**src/rtl/muldiv_pkg.sv**
```systemverilog
// Shared definitions for the RV32M multiply/divide unit: funct3 op
// encodings, FSM state encoding, default width and operand-signedness helpers.
package muldiv_pkg;

  localparam int XLEN_DEFAULT = 32;

  typedef enum logic [2:0] {
    OP_MUL    = 3'd0,
    OP_MULH   = 3'd1,
    OP_MULHSU = 3'd2,
    OP_MULHU  = 3'd3,
    OP_DIV    = 3'd4,
    OP_DIVU   = 3'd5,
    OP_REM    = 3'd6,
    OP_REMU   = 3'd7
  } op_e;

  typedef enum logic [1:0] {
    S_IDLE = 2'd0,
    S_BUSY = 2'd1,
    S_DONE = 2'd2
  } state_e;

  // Operand a is treated as two's complement for these ops. MUL is handled
  // as unsigned because its low half does not depend on signedness.
  function automatic logic a_is_signed(input op_e op);
    return (op == OP_MULH) || (op == OP_MULHSU) || (op == OP_DIV) || (op == OP_REM);
  endfunction

  function automatic logic b_is_signed(input op_e op);
    return (op == OP_MULH) || (op == OP_DIV) || (op == OP_REM);
  endfunction

endpackage

```
**src/rtl/muldiv_if.sv**
```systemverilog
// Request/response bundle between the integer pipeline (master) and the
// multiply/divide unit (slave).
interface muldiv_if #(
  parameter int XLEN = 32
);
  logic            start;
  logic [2:0]      op;
  logic [XLEN-1:0] rs1_val;
  logic [XLEN-1:0] rs2_val;
  logic [4:0]      rd_in;
  logic            busy;
  logic            done;
  logic [XLEN-1:0] result;
  logic [4:0]      rd_out;
  logic            we_out;

  modport master (
    output start, op, rs1_val, rs2_val, rd_in,
    input  busy, done, result, rd_out, we_out
  );

  modport slave (
    input  start, op, rs1_val, rs2_val, rd_in,
    output busy, done, result, rd_out, we_out
  );
endinterface

```
**src/rtl/muldiv_core.sv**
```systemverilog
// Iteration datapath: one shift-add multiply step or one restoring-divide
// step per cycle, operating on unsigned magnitudes.
//  multiply: {hi,lo} ends as the 2*XLEN product of mag_a * mag_b
//  divide:   lo ends as quotient, hi as remainder of mag_a / mag_b
module muldiv_core #(
  parameter int XLEN = 32
) (
  input  logic            CLK,
  input  logic            load,
  input  logic            step,
  input  logic            is_div,
  input  logic [XLEN-1:0] mag_a,
  input  logic [XLEN-1:0] mag_b,
  output logic [XLEN-1:0] hi,
  output logic [XLEN-1:0] lo
);

  logic [XLEN-1:0] hi_q, lo_q, d_q;
  logic            div_mode_q;

  logic [XLEN:0]   mul_sum;
  logic [XLEN-1:0] mul_hi, mul_lo;
  logic [XLEN:0]   div_shift;
  logic            div_ge;
  logic [XLEN-1:0] div_diff, div_hi, div_lo;

  // Next-step candidates for both algorithms
  always_comb begin
    mul_sum   = {1'b0, hi_q} + (lo_q[0] ? {1'b0, d_q} : '0);
    mul_hi    = mul_sum[XLEN:1];
    mul_lo    = {mul_sum[0], lo_q[XLEN-1:1]};
    div_shift = {hi_q, lo_q[XLEN-1]};
    div_ge    = (div_shift >= {1'b0, d_q});
    // The true difference is below d_q whenever it is taken, so XLEN bits suffice
    div_diff  = div_shift[XLEN-1:0] - d_q;
    div_hi    = div_ge ? div_diff : div_shift[XLEN-1:0];
    div_lo    = {lo_q[XLEN-2:0], div_ge};
  end

  // Working registers: loaded on accept, advanced once per busy cycle
  always_ff @(posedge CLK) begin
    if (load) begin
      hi_q       <= '0;
      lo_q       <= mag_a;
      d_q        <= mag_b;
      div_mode_q <= is_div;
    end else if (step) begin
      hi_q <= div_mode_q ? div_hi : mul_hi;
      lo_q <= div_mode_q ? div_lo : mul_lo;
    end
  end

  assign hi = hi_q;
  assign lo = lo_q;

endmodule

```
**src/rtl/muldiv_unit.sv**
```systemverilog
// RV32M iterative multiply/divide unit feeding the register-file write port.
// Owns the IDLE/BUSY/DONE control, operand latching, sign fix-up and the
// divide-by-zero / signed-overflow short-circuits.
// Build option: define MULDIV_FAST_MUL_EN to replace the iterative multiply
// with a single-cycle 33x33 signed product (divide stays iterative).
module muldiv_unit
  import muldiv_pkg::*;
#(
  parameter int XLEN  = XLEN_DEFAULT,
  parameter int CNT_W = 6
) (
  input  logic     CLK,
  input  logic     reset,
  muldiv_if.slave  bus
);

  function automatic logic [XLEN-1:0] cond_neg(input logic [XLEN-1:0] v, input logic neg);
    return neg ? (~v + 1'b1) : v;
  endfunction

  function automatic logic [2*XLEN-1:0] cond_neg_wide(input logic [2*XLEN-1:0] v, input logic neg);
    return neg ? (~v + 1'b1) : v;
  endfunction

  state_e           state_q, state_d;
  logic [CNT_W-1:0] cnt_q;
  logic             core_load, core_step;

  // Request decode, valid only while IDLE with start high
  op_e              op_in;
  logic             sa_in, sb_in, is_div_in;
  logic             div_zero, div_ovf, short_in, fast_in;
  logic [XLEN-1:0]  mag_a_in, mag_b_in, sc_val_in;

  // Latched request
  op_e              op_q;
  logic [4:0]       rd_q;
  logic             neg_q, sa_q, sc_q;
  logic [XLEN-1:0]  sc_val_q;

  logic [XLEN-1:0]  core_hi, core_lo;
  logic [2*XLEN-1:0] mul_prod;
  logic [XLEN-1:0]  final_res;

  assign op_in     = op_e'(bus.op);
  assign sa_in     = a_is_signed(op_in) & bus.rs1_val[XLEN-1];
  assign sb_in     = b_is_signed(op_in) & bus.rs2_val[XLEN-1];
  assign mag_a_in  = cond_neg(bus.rs1_val, sa_in);
  assign mag_b_in  = cond_neg(bus.rs2_val, sb_in);
  assign is_div_in = op_in[2];
  assign div_zero  = is_div_in && (bus.rs2_val == '0);
  assign div_ovf   = ((op_in == OP_DIV) || (op_in == OP_REM)) &&
                     (bus.rs1_val == {1'b1, {(XLEN-1){1'b0}}}) &&
                     (bus.rs2_val == '1);
  assign short_in  = div_zero | div_ovf;

`ifdef MULDIV_FAST_MUL_EN
  assign fast_in = ~is_div_in;
`else
  assign fast_in = 1'b0;
`endif

  // Short-circuit results: all-ones / dividend for x/0, MIN / 0 for MIN/-1
  always_comb begin
    sc_val_in = '0;
    if (div_zero) begin
      sc_val_in = ((op_in == OP_DIV) || (op_in == OP_DIVU)) ? '1 : bus.rs1_val;
    end else if (div_ovf) begin
      sc_val_in = (op_in == OP_DIV) ? bus.rs1_val : '0;
    end
  end

  // Next-state and datapath control
  always_comb begin
    state_d   = state_q;
    core_load = 1'b0;
    core_step = 1'b0;
    case (state_q)
      S_IDLE: begin
        if (bus.start) begin
          core_load = 1'b1;
          state_d   = (short_in || fast_in) ? S_DONE : S_BUSY;
        end
      end
      S_BUSY: begin
        core_step = 1'b1;
        if (cnt_q == CNT_W'(XLEN-1)) state_d = S_DONE;
      end
      S_DONE:  state_d = S_IDLE;
      default: state_d = S_IDLE;
    endcase
  end

  // State register
  always_ff @(posedge CLK) begin
    if (reset) state_q <= S_IDLE;
    else       state_q <= state_d;
  end

  // Iteration counter
  always_ff @(posedge CLK) begin
    if (reset)          cnt_q <= '0;
    else if (core_load) cnt_q <= '0;
    else if (core_step) cnt_q <= cnt_q + 1'b1;
  end

  // Request latch; only consumed in DONE so it carries no reset
  always_ff @(posedge CLK) begin
    if (core_load) begin
      op_q     <= op_in;
      rd_q     <= bus.rd_in;
      neg_q    <= sa_in ^ sb_in;
      sa_q     <= sa_in;
      sc_q     <= short_in;
      sc_val_q <= sc_val_in;
    end
  end

  muldiv_core #(.XLEN(XLEN)) u_core (
    .CLK    (CLK),
    .load   (core_load),
    .step   (core_step),
    .is_div (is_div_in),
    .mag_a  (mag_a_in),
    .mag_b  (mag_b_in),
    .hi     (core_hi),
    .lo     (core_lo)
  );

`ifdef MULDIV_FAST_MUL_EN
  logic [XLEN-1:0]          a_q, b_q;
  logic signed [XLEN:0]     fast_a, fast_b;
  logic signed [2*XLEN-1:0] fast_prod;

  // Raw operands kept for the combinational product
  always_ff @(posedge CLK) begin
    if (core_load) begin
      a_q <= bus.rs1_val;
      b_q <= bus.rs2_val;
    end
  end

  assign fast_a    = signed'({a_is_signed(op_q) & a_q[XLEN-1], a_q});
  assign fast_b    = signed'({b_is_signed(op_q) & b_q[XLEN-1], b_q});
  assign fast_prod = (2*XLEN)'(fast_a * fast_b);
  assign mul_prod  = fast_prod;
`else
  assign mul_prod  = cond_neg_wide({core_hi, core_lo}, neg_q);
`endif

  // Result selection and sign fix-up; remainder takes the dividend's sign
  always_comb begin
    final_res = '0;
    case (op_q)
      OP_MUL:                       final_res = mul_prod[XLEN-1:0];
      OP_MULH, OP_MULHSU, OP_MULHU: final_res = mul_prod[2*XLEN-1:XLEN];
      OP_DIV, OP_DIVU:              final_res = cond_neg(core_lo, neg_q);
      OP_REM, OP_REMU:              final_res = cond_neg(core_hi, sa_q);
      default:                      final_res = '0;
    endcase
    if (sc_q) final_res = sc_val_q;
  end

  // Write-port outputs: one-cycle done/we pulse, result held until next completion
  always_ff @(posedge CLK) begin
    if (reset) begin
      bus.done   <= 1'b0;
      bus.we_out <= 1'b0;
      bus.result <= '0;
      bus.rd_out <= '0;
    end else begin
      bus.done   <= (state_q == S_DONE);
      bus.we_out <= (state_q == S_DONE) && (rd_q != 5'd0);
      if (state_q == S_DONE) begin
        bus.result <= final_res;
        bus.rd_out <= rd_q;
      end
    end
  end

  assign bus.busy = (state_q != S_IDLE);

endmodule

```
**src/flat_wrapper.sv**
```systemverilog
// flat-port wrapper written by rule: the top's interface ports become plain ports
module muldiv_unit_flat import muldiv_pkg::*;
#(
  parameter int XLEN  = XLEN_DEFAULT,
  parameter int CNT_W = 6
)
  (CLK, reset, bus_start, bus_op, bus_rs1_val, bus_rs2_val, bus_rd_in, bus_busy, bus_done, bus_result, bus_rd_out, bus_we_out);
  muldiv_if #(.XLEN(XLEN)) bus_i ();
  input  logic CLK;
  input  logic reset;
  input wire logic [$bits(bus_i.start)-1:0] bus_start;
  input wire logic [$bits(bus_i.op)-1:0] bus_op;
  input wire logic [$bits(bus_i.rs1_val)-1:0] bus_rs1_val;
  input wire logic [$bits(bus_i.rs2_val)-1:0] bus_rs2_val;
  input wire logic [$bits(bus_i.rd_in)-1:0] bus_rd_in;
  output wire logic [$bits(bus_i.busy)-1:0] bus_busy;
  output wire logic [$bits(bus_i.done)-1:0] bus_done;
  output wire logic [$bits(bus_i.result)-1:0] bus_result;
  output wire logic [$bits(bus_i.rd_out)-1:0] bus_rd_out;
  output wire logic [$bits(bus_i.we_out)-1:0] bus_we_out;
  assign bus_i.start = bus_start;
  assign bus_i.op = bus_op;
  assign bus_i.rs1_val = bus_rs1_val;
  assign bus_i.rs2_val = bus_rs2_val;
  assign bus_i.rd_in = bus_rd_in;
  assign bus_busy = bus_i.busy;
  assign bus_done = bus_i.done;
  assign bus_result = bus_i.result;
  assign bus_rd_out = bus_i.rd_out;
  assign bus_we_out = bus_i.we_out;
  muldiv_unit #(.XLEN(XLEN), .CNT_W(CNT_W)) u_core (.CLK(CLK), .reset(reset), .bus(bus_i));
endmodule
```
**config.mk**
```make
export PLATFORM = sky130hd
export DESIGN_NAME = muldiv_unit_flat
export DESIGN_NICKNAME = d
export VERILOG_FILES = /design/src/rtl/muldiv_pkg.sv /design/src/rtl/muldiv_if.sv /design/src/rtl/muldiv_core.sv /design/src/rtl/muldiv_unit.sv /design/src/flat_wrapper.sv
export SDC_FILE = /design/constraint.sdc
export NUM_CORES = 1
export LEC_CHECK = 0
export ABC_AREA = 1
export CORE_ASPECT_RATIO = 0.6
export CORE_MARGIN = 2
export CORE_UTILIZATION = 29
export DETAILED_ROUTE_END_ITERATION = 10
export GPL_ROUTABILITY_DRIVEN = 0
export PLACE_DENSITY = 0.47
export SETUP_SLACK_MARGIN = 0.15
export SYNTH_ARGS = -nofsm -noshare
export SYNTH_HDL_FRONTEND = slang
export SYNTH_SLANG_ARGS = --single-unit
```
**constraint.sdc**
```tcl
create_clock -name CLK -period 6.3 [get_ports CLK]
set_input_delay 0.63 -clock CLK [delete_from_list [all_inputs] [get_ports CLK]]
set_output_delay 0.63 -clock CLK [all_outputs]
set_load 0.02 [all_outputs]
```
======== After elaboration in Yosys (flattened, before gate mapping) ========
Index checks and enable logic that the tools add are counted.
storage, ports and cells
  word-level logic and storage cells ...... 99
  register bits after elaboration ......... 187
  input port bits ......................... 75
  output and inout port bits .............. 40
operators by class
  mux-type cells .......................... 24
  reductions and logical operators ........ 22
  eq/ne operators ......................... 19
  order comparisons ....................... 1
  bitwise gates (word level) .............. 9
  add/sub/neg operators ................... 8
operators by type and width
  operator                 number
  $mux W32                 15
  $add A32 B1 Y32 const B  4
  $not A32 Y32             4
  $pmux W32 S4             1
  $add A64 B1 Y64 const B  1
  $eq A32 B32 Y1 const B   2
  $mux W64                 1
  $not A64 Y64             1
  $add A32 B33 Y33         1
  $ge A33 B32 Y1           1
  $logic_not A32 Y1        1
  $sub A32 B32 Y32         1
  $eq A3 B3 Y1 const B     7
  $eq A3 B2 Y1 const B     3
  $logic_or A1 B1 Y1       7
  $add A6 B1 Y6 const B    1
  $eq A3 B1 Y1 const B     2
  $eq A6 B5 Y1 const B     1
  $mux W2                  3
  $reduce_or A2 Y1         3
  $reduce_bool A5 Y1       1
  $logic_and A1 B1 Y1      4
  $pmux W2 S2              1
  $reduce_bool A2 Y1       2
  other kinds (12)         15

======== Depth between registers and ports, before layout ========
  depth after elaboration ................. 8
  depth in mapped cells ................... 20
  mapped depth without buffers ............ 19

======== Modules after synthesis ========
Synthesis repeated with hierarchy kept, for this count alone.
second synthesis, totals
  cells, all modules ...................... 3,145
  area, all modules ....................... 18,854.3 µm²
by module, submodules not included
  module       area an instance (µm²)  instances  sequential area each (µm²)  cells each
  muldiv_core  9,439.1                 1          2,592.5                     1,559
  muldiv_unit  9,415.3                 1          2,232.1                     1,586

======== Least setup slack after synthesis ========
Ideal clock, no wire load.
  path kind ............................... input-to-reg
  start point ............................. in bus_start
  end point ............................... reg u_core.neg_q, enable pin
  setup time .............................. 0.468 ns
  setup slack ............................. 2.737 ns
  buffers on the path ..................... 1
  data required time ...................... 5.832 ns
  data arrival time ....................... 3.095 ns
  stages .................................. 3
  cells stage by stage .................... nand2_1 inv_1 buf_1
on the way
  cells in the longest elaborated chain, start to end .. 2
RTL lines
  element                     line                RTL
  start, declared             flat_wrapper.sv:11  input wire logic [$bits(bus_i.start)-1:0] bus_start;
  $mux W1                     muldiv_unit.sv:80   if (bus.start) begin
  $mux W1                     muldiv_unit.sv:78   case (state_q)
  named net u_core.core_load  muldiv_unit.sv:27   logic core_load, core_step;
  end signal, assigned        muldiv_unit.sv:112  neg_q <= sa_in ^ sb_in;
  end, declared               muldiv_unit.sv:38   logic neg_q, sa_q, sc_q;
The timed path passes the listed nets, and every way through them passes these cells.
A chain may end at the register's enable or synchronous reset.

======== Worst setup path after layout ========
  start point ............................. in bus_op[2]
  end point ............................... reg u_core.u_core.d_q[1], data pin
on the way
  cells in the longest elaborated chain, start to end .. 5
  elaborated cells on any way between the ends .. 7
  those cells by class .................... 3 x eq/ne; 1 x mux; 1 x bitwise; 2 x reduce/logical
RTL lines
  element                                       line                RTL
  start, declared                               flat_wrapper.sv:12  input wire logic [$bits(bus_i.op)-1:0] bus_op;
  $eq A3 B1 Y1 or $eq A3 B3 Y1 (tied branches)  muldiv_pkg.sv:31    return (op == OP_MULH) || (op == OP_DIV) || (op == OP_REM);
  $logic_or A1 B1 Y1                            muldiv_pkg.sv:31
  $logic_or A1 B1 Y1 *                          muldiv_pkg.sv:31
  $and A1 B1 Y1 *                               muldiv_unit.sv:47   assign sb_in = b_is_signed(op_in) & bus.rs2_val[XLEN-1];
  $mux W32 *                                    muldiv_unit.sv:18   return neg ? (~v + 1'b1) : v;
  named net u_core.mag_b_in[1]                  muldiv_unit.sv:33   logic [XLEN-1:0] mag_a_in, mag_b_in, sc_val_in;
  end signal, assigned                          muldiv_core.sv:45   d_q <= mag_b;
  end, declared                                 muldiv_core.sv:18   logic [XLEN-1:0] hi_q, lo_q, d_q;
The timed path passes the listed nets; every way through them passes the cells marked *.

==> qor.txt <==
Outcome - completed
Data arrival time of the critical path - 3.75 ns
Highest fanout seen on the critical path - 19
Detailed router's first-iteration violation count - 2,876
ANT nets after route - 0
HPWL after detailed placement - 65,870 µm
Final worst-path cycle share - 0.5693
Final Routed Wirelength - 81,720 µm
Register-to-Register Path Depth - 14
FF+latch count, synth - 186
Post-CTS Hold Fix Bufs - 0
GR Layer Usage met1 - 0.4196
Hold path endpoint - u_core.bus.result[4]
Number of global-route vias before repair - 17,808
Adder-cell share of the synthesized area - 0.05195
Synthesis-to-layout area growth - 14.16%
Layer with the highest usage after global routing - met1
Fraction of the core area covered by cells at the end of the flow - 0.3374
Multi-input combinational cell area - 11,010 µm²
Clock slew at reported path FFs - 0.08 ns
Proportion of layout cells with a drive suffix above 1 - 0.03719
Area of the placeable core - 59,660 µm²
Placed Area - 19,550 µm²
XOR/XNOR Fraction of Synth Area - 0.03726
Achievable frequency - 0.2788 GHz
Reg2Reg Launch Point - u_core.u_core.hi[22]
Total of buffers placed on input and output ports - 114
Simple-gate portion of the synthesized area - 0.3805
Static Leak - 9.321 nW
Count of inserted antenna diode cells - 0
Global Route Usage Sum - 0.2569
Detailed-route DRC error count - 0
GR Layer Usage met3 - 0.1089
Final TNS setup - 0 ns
Reg2reg end - u_core.u_core.hi[18]
Aggregate global routing overflow - 0
Routed length per placed instance - 21.50 µm
Hold violation total from the final report - 0
Final-report max-slew violation count - 0
Total CTS buffers - 17
Initial antenna violation count - 2
VDD IR max - 0.2126 mV
Mux share of post-synthesis cell area - 0
Number of max-cap violations - 0
Area of the die - 62,850 µm²
Post-synth top area share - 0.1822
Critical path start-end classification - in -> reg
Synthesis Warnings - 0
X dimension of the die - 322.3 µm
Crit start category - primary input
Wire length of the first global-routing pass - 119,500 µm
Combinational family with the most area after synthesis - simple AND/OR/NAND/NOR gates
Clock insertion delay at the later pin of the skew report - 0.49 ns
Transition time of the tightest slew-check pin - 1.014 ns
Number of instances resized during post-cts repair - 0
Min Tclk post-route - 3.587 ns
Commonest non-fill, non-tap cell in the layout - nand2_1
Number of enable flip-flop cells after synthesis - 107
Max Root-Sink Buffers - 2
Setup repair after global routing missed its margin - false
Maximum number of pins on one net before global-route repair - 66
Total standard cell area after synthesis - 17,630 µm²
Sequential element share of the synthesized area - 0.2719
Count of endpoints failing setup in the final report - 0
Async SR Flop Fraction - 0
Worst min-delay path startpoint - u_core.bus.result[4]
Clock root cell - clkbuf_16
Cell taking the most area after synthesis - edfxtp_1
CTS HTree Levels - 4
Clock tree sinks - 186
Initial core utilization - 0.2955
Cell count after synthesis - 2,909
Path type of the worst min-delay path - reg -> reg
Post-CTS setup repair buffer count - 0
Post-layout net count - 3,119
Reg-to-reg setup timing slack - 2.74 ns
Compound-cell area share of the yosys netlist - 0.1544
Critical path origin - bus_op[2]
Commonest register cell after synthesis - edfxtp_1
Top Ports - 115
Area contributors post-synth - edfxtp_1 (18%), nand2_1 (18%), dfxtp_1 (9.0%)
Area of all sequential standard cells - 4795 µm²
# fillers - 6,619
Number of iterations in the first detailed-routing pass - 6
Count of unique library cells instantiated by Yosys - 54
Element type at the critical path end - flop
Number of cells on the worst hold path - 2
Commonest cells after routing, fill and taps aside - nand2_1 (854), nor2_1 (386), inv_1 (371)
Skew final - 0.01837 ns
Avg Cell Area, Syn - 6.061 µm²
Required time of the worst setup path - 6.46 ns
Mapped Nets - 3,056
Total via count in the routed design - 20,113
Final Cell Area - 20,130 µm²
Drt via density - 5.292
Power per cell area - 264.9 nW/µm²
Worst slew margin relative to its limit - 0.3197
Height of the chip - 195.0 µm
Met2 Resource Use GR - 0.2974
Cell row count - 69
TritonCTS clock tree - done
-- stage by stage --
stage          hold slack, ns  setup WS (ns)  power (W)  cells
2_1_floorplan          0.4464          2.737   0.003139   2909
3_3_place_gp           0.4550          2.293   0.004100   3769
3_5_place_dp           0.4552          2.276   0.004094   3769
4_1_cts                0.4665          2.817   0.005228   3801
5_1_grt                0.4811          2.511   0.005607   3801
6_report               0.4650          2.713   0.005332   3801
-- layer usage --
metal  share of wire  routed length [µm]  vias up
met5          0.0024                 195        -
met4          0.0084                 688        2
met3            0.15               12490       59
met2            0.34               27560     1172
met1            0.50               40780     9314
li1                -                   -     9566
-- sequential cells by signal, indices dropped and copies added, names as in the netlist --
name,cells
u_core.bus.result,32
u_core.sc_val_q,32
u_core.u_core.d_q,32
u_core.u_core.hi,32
u_core.u_core.lo,32
u_core.cnt_q,6
u_core.bus.rd_out,5
u_core.rd_q,5
u_core.op_q,2
u_core.state_q,2
u_core.bus.done,1
u_core.bus.we_out,1
u_core.neg_q,1
u_core.sa_q,1
u_core.sc_q,1
u_core.u_core.div_mode_q,1
-- kinds of logic (layout without fill, tap and decap cells) --
group	count (synthesis)	after routing
buffers and inverters	470	546
DFF	186	186
xor gates and xnor gates	75	75
adders and majority gates	72	72
AOI/OAI and AO/OA	515	515
and+or+nand+nor	1591	1591
-- cell usage after synthesis (4+ instances only) --
cell type and number:
buf_2 8, nand2_1 856, a21o_1 5, o21a_1 7
nand3_1 189, inv_1 372, ha_1 70, nor3_1 32
edfxtp_1 107, buf_1 10, nand4_1 51, nand2_2 4
nor2_2 5, nor2_4 8, a31oi_1 11, clkinv_1 4
o21ai_1 39, buf_6 5, nand3b_1 12, o21ai_0 237
o211ai_1 7, buf_4 6, xor2_1 59, o21bai_1 9
dfxtp_1 79, nor3_2 4, xnor2_1 16, a21oi_1 181
clkbuf_1 62, o31ai_1 7, nor2_1 387, nor4_1 9
or2_2 16
-- worst max-delay path, stage by stage --
cell and delay [ns]:
clkdlybuf4s50_1 0.47, inv_1 0.11, or2_1 0.17, nand2_1 0.06, nand3_1 0.54, clkinv_1 0.76, o21ai_0 0.99
-- worst max path at each step --
stage,slack (ns),cells after the start,end
floorplan,2.74,3,u_core.neg_q
CTS,2.82,7,u_core.u_core.d_q[1]
global placement,2.29,7,u_core.u_core.d_q[1]
finish,2.71,7,u_core.u_core.d_q[1]
detailed placement,2.28,7,u_core.u_core.d_q[1]
global route,2.51,7,u_core.u_core.d_q[1]
-- power by group --
group	total (W)	switching (W)	internal, W
sequential	0.00172	0.000283	0.00144
combinational	0.00248	0.00176	0.000716
clock	0.00113	0.000596	0.000531
-- area by class of cell --
class	count	area share
well taps	816	0.05073
clock inverters	14	0.007149
multi-input cells	2253	0.5472
repair buffers	135	0.06453
inverters	379	0.07081
flip-flops and latches	186	0.2382
clock buffers	18	0.02132
(Power assumes the default switching activity.)
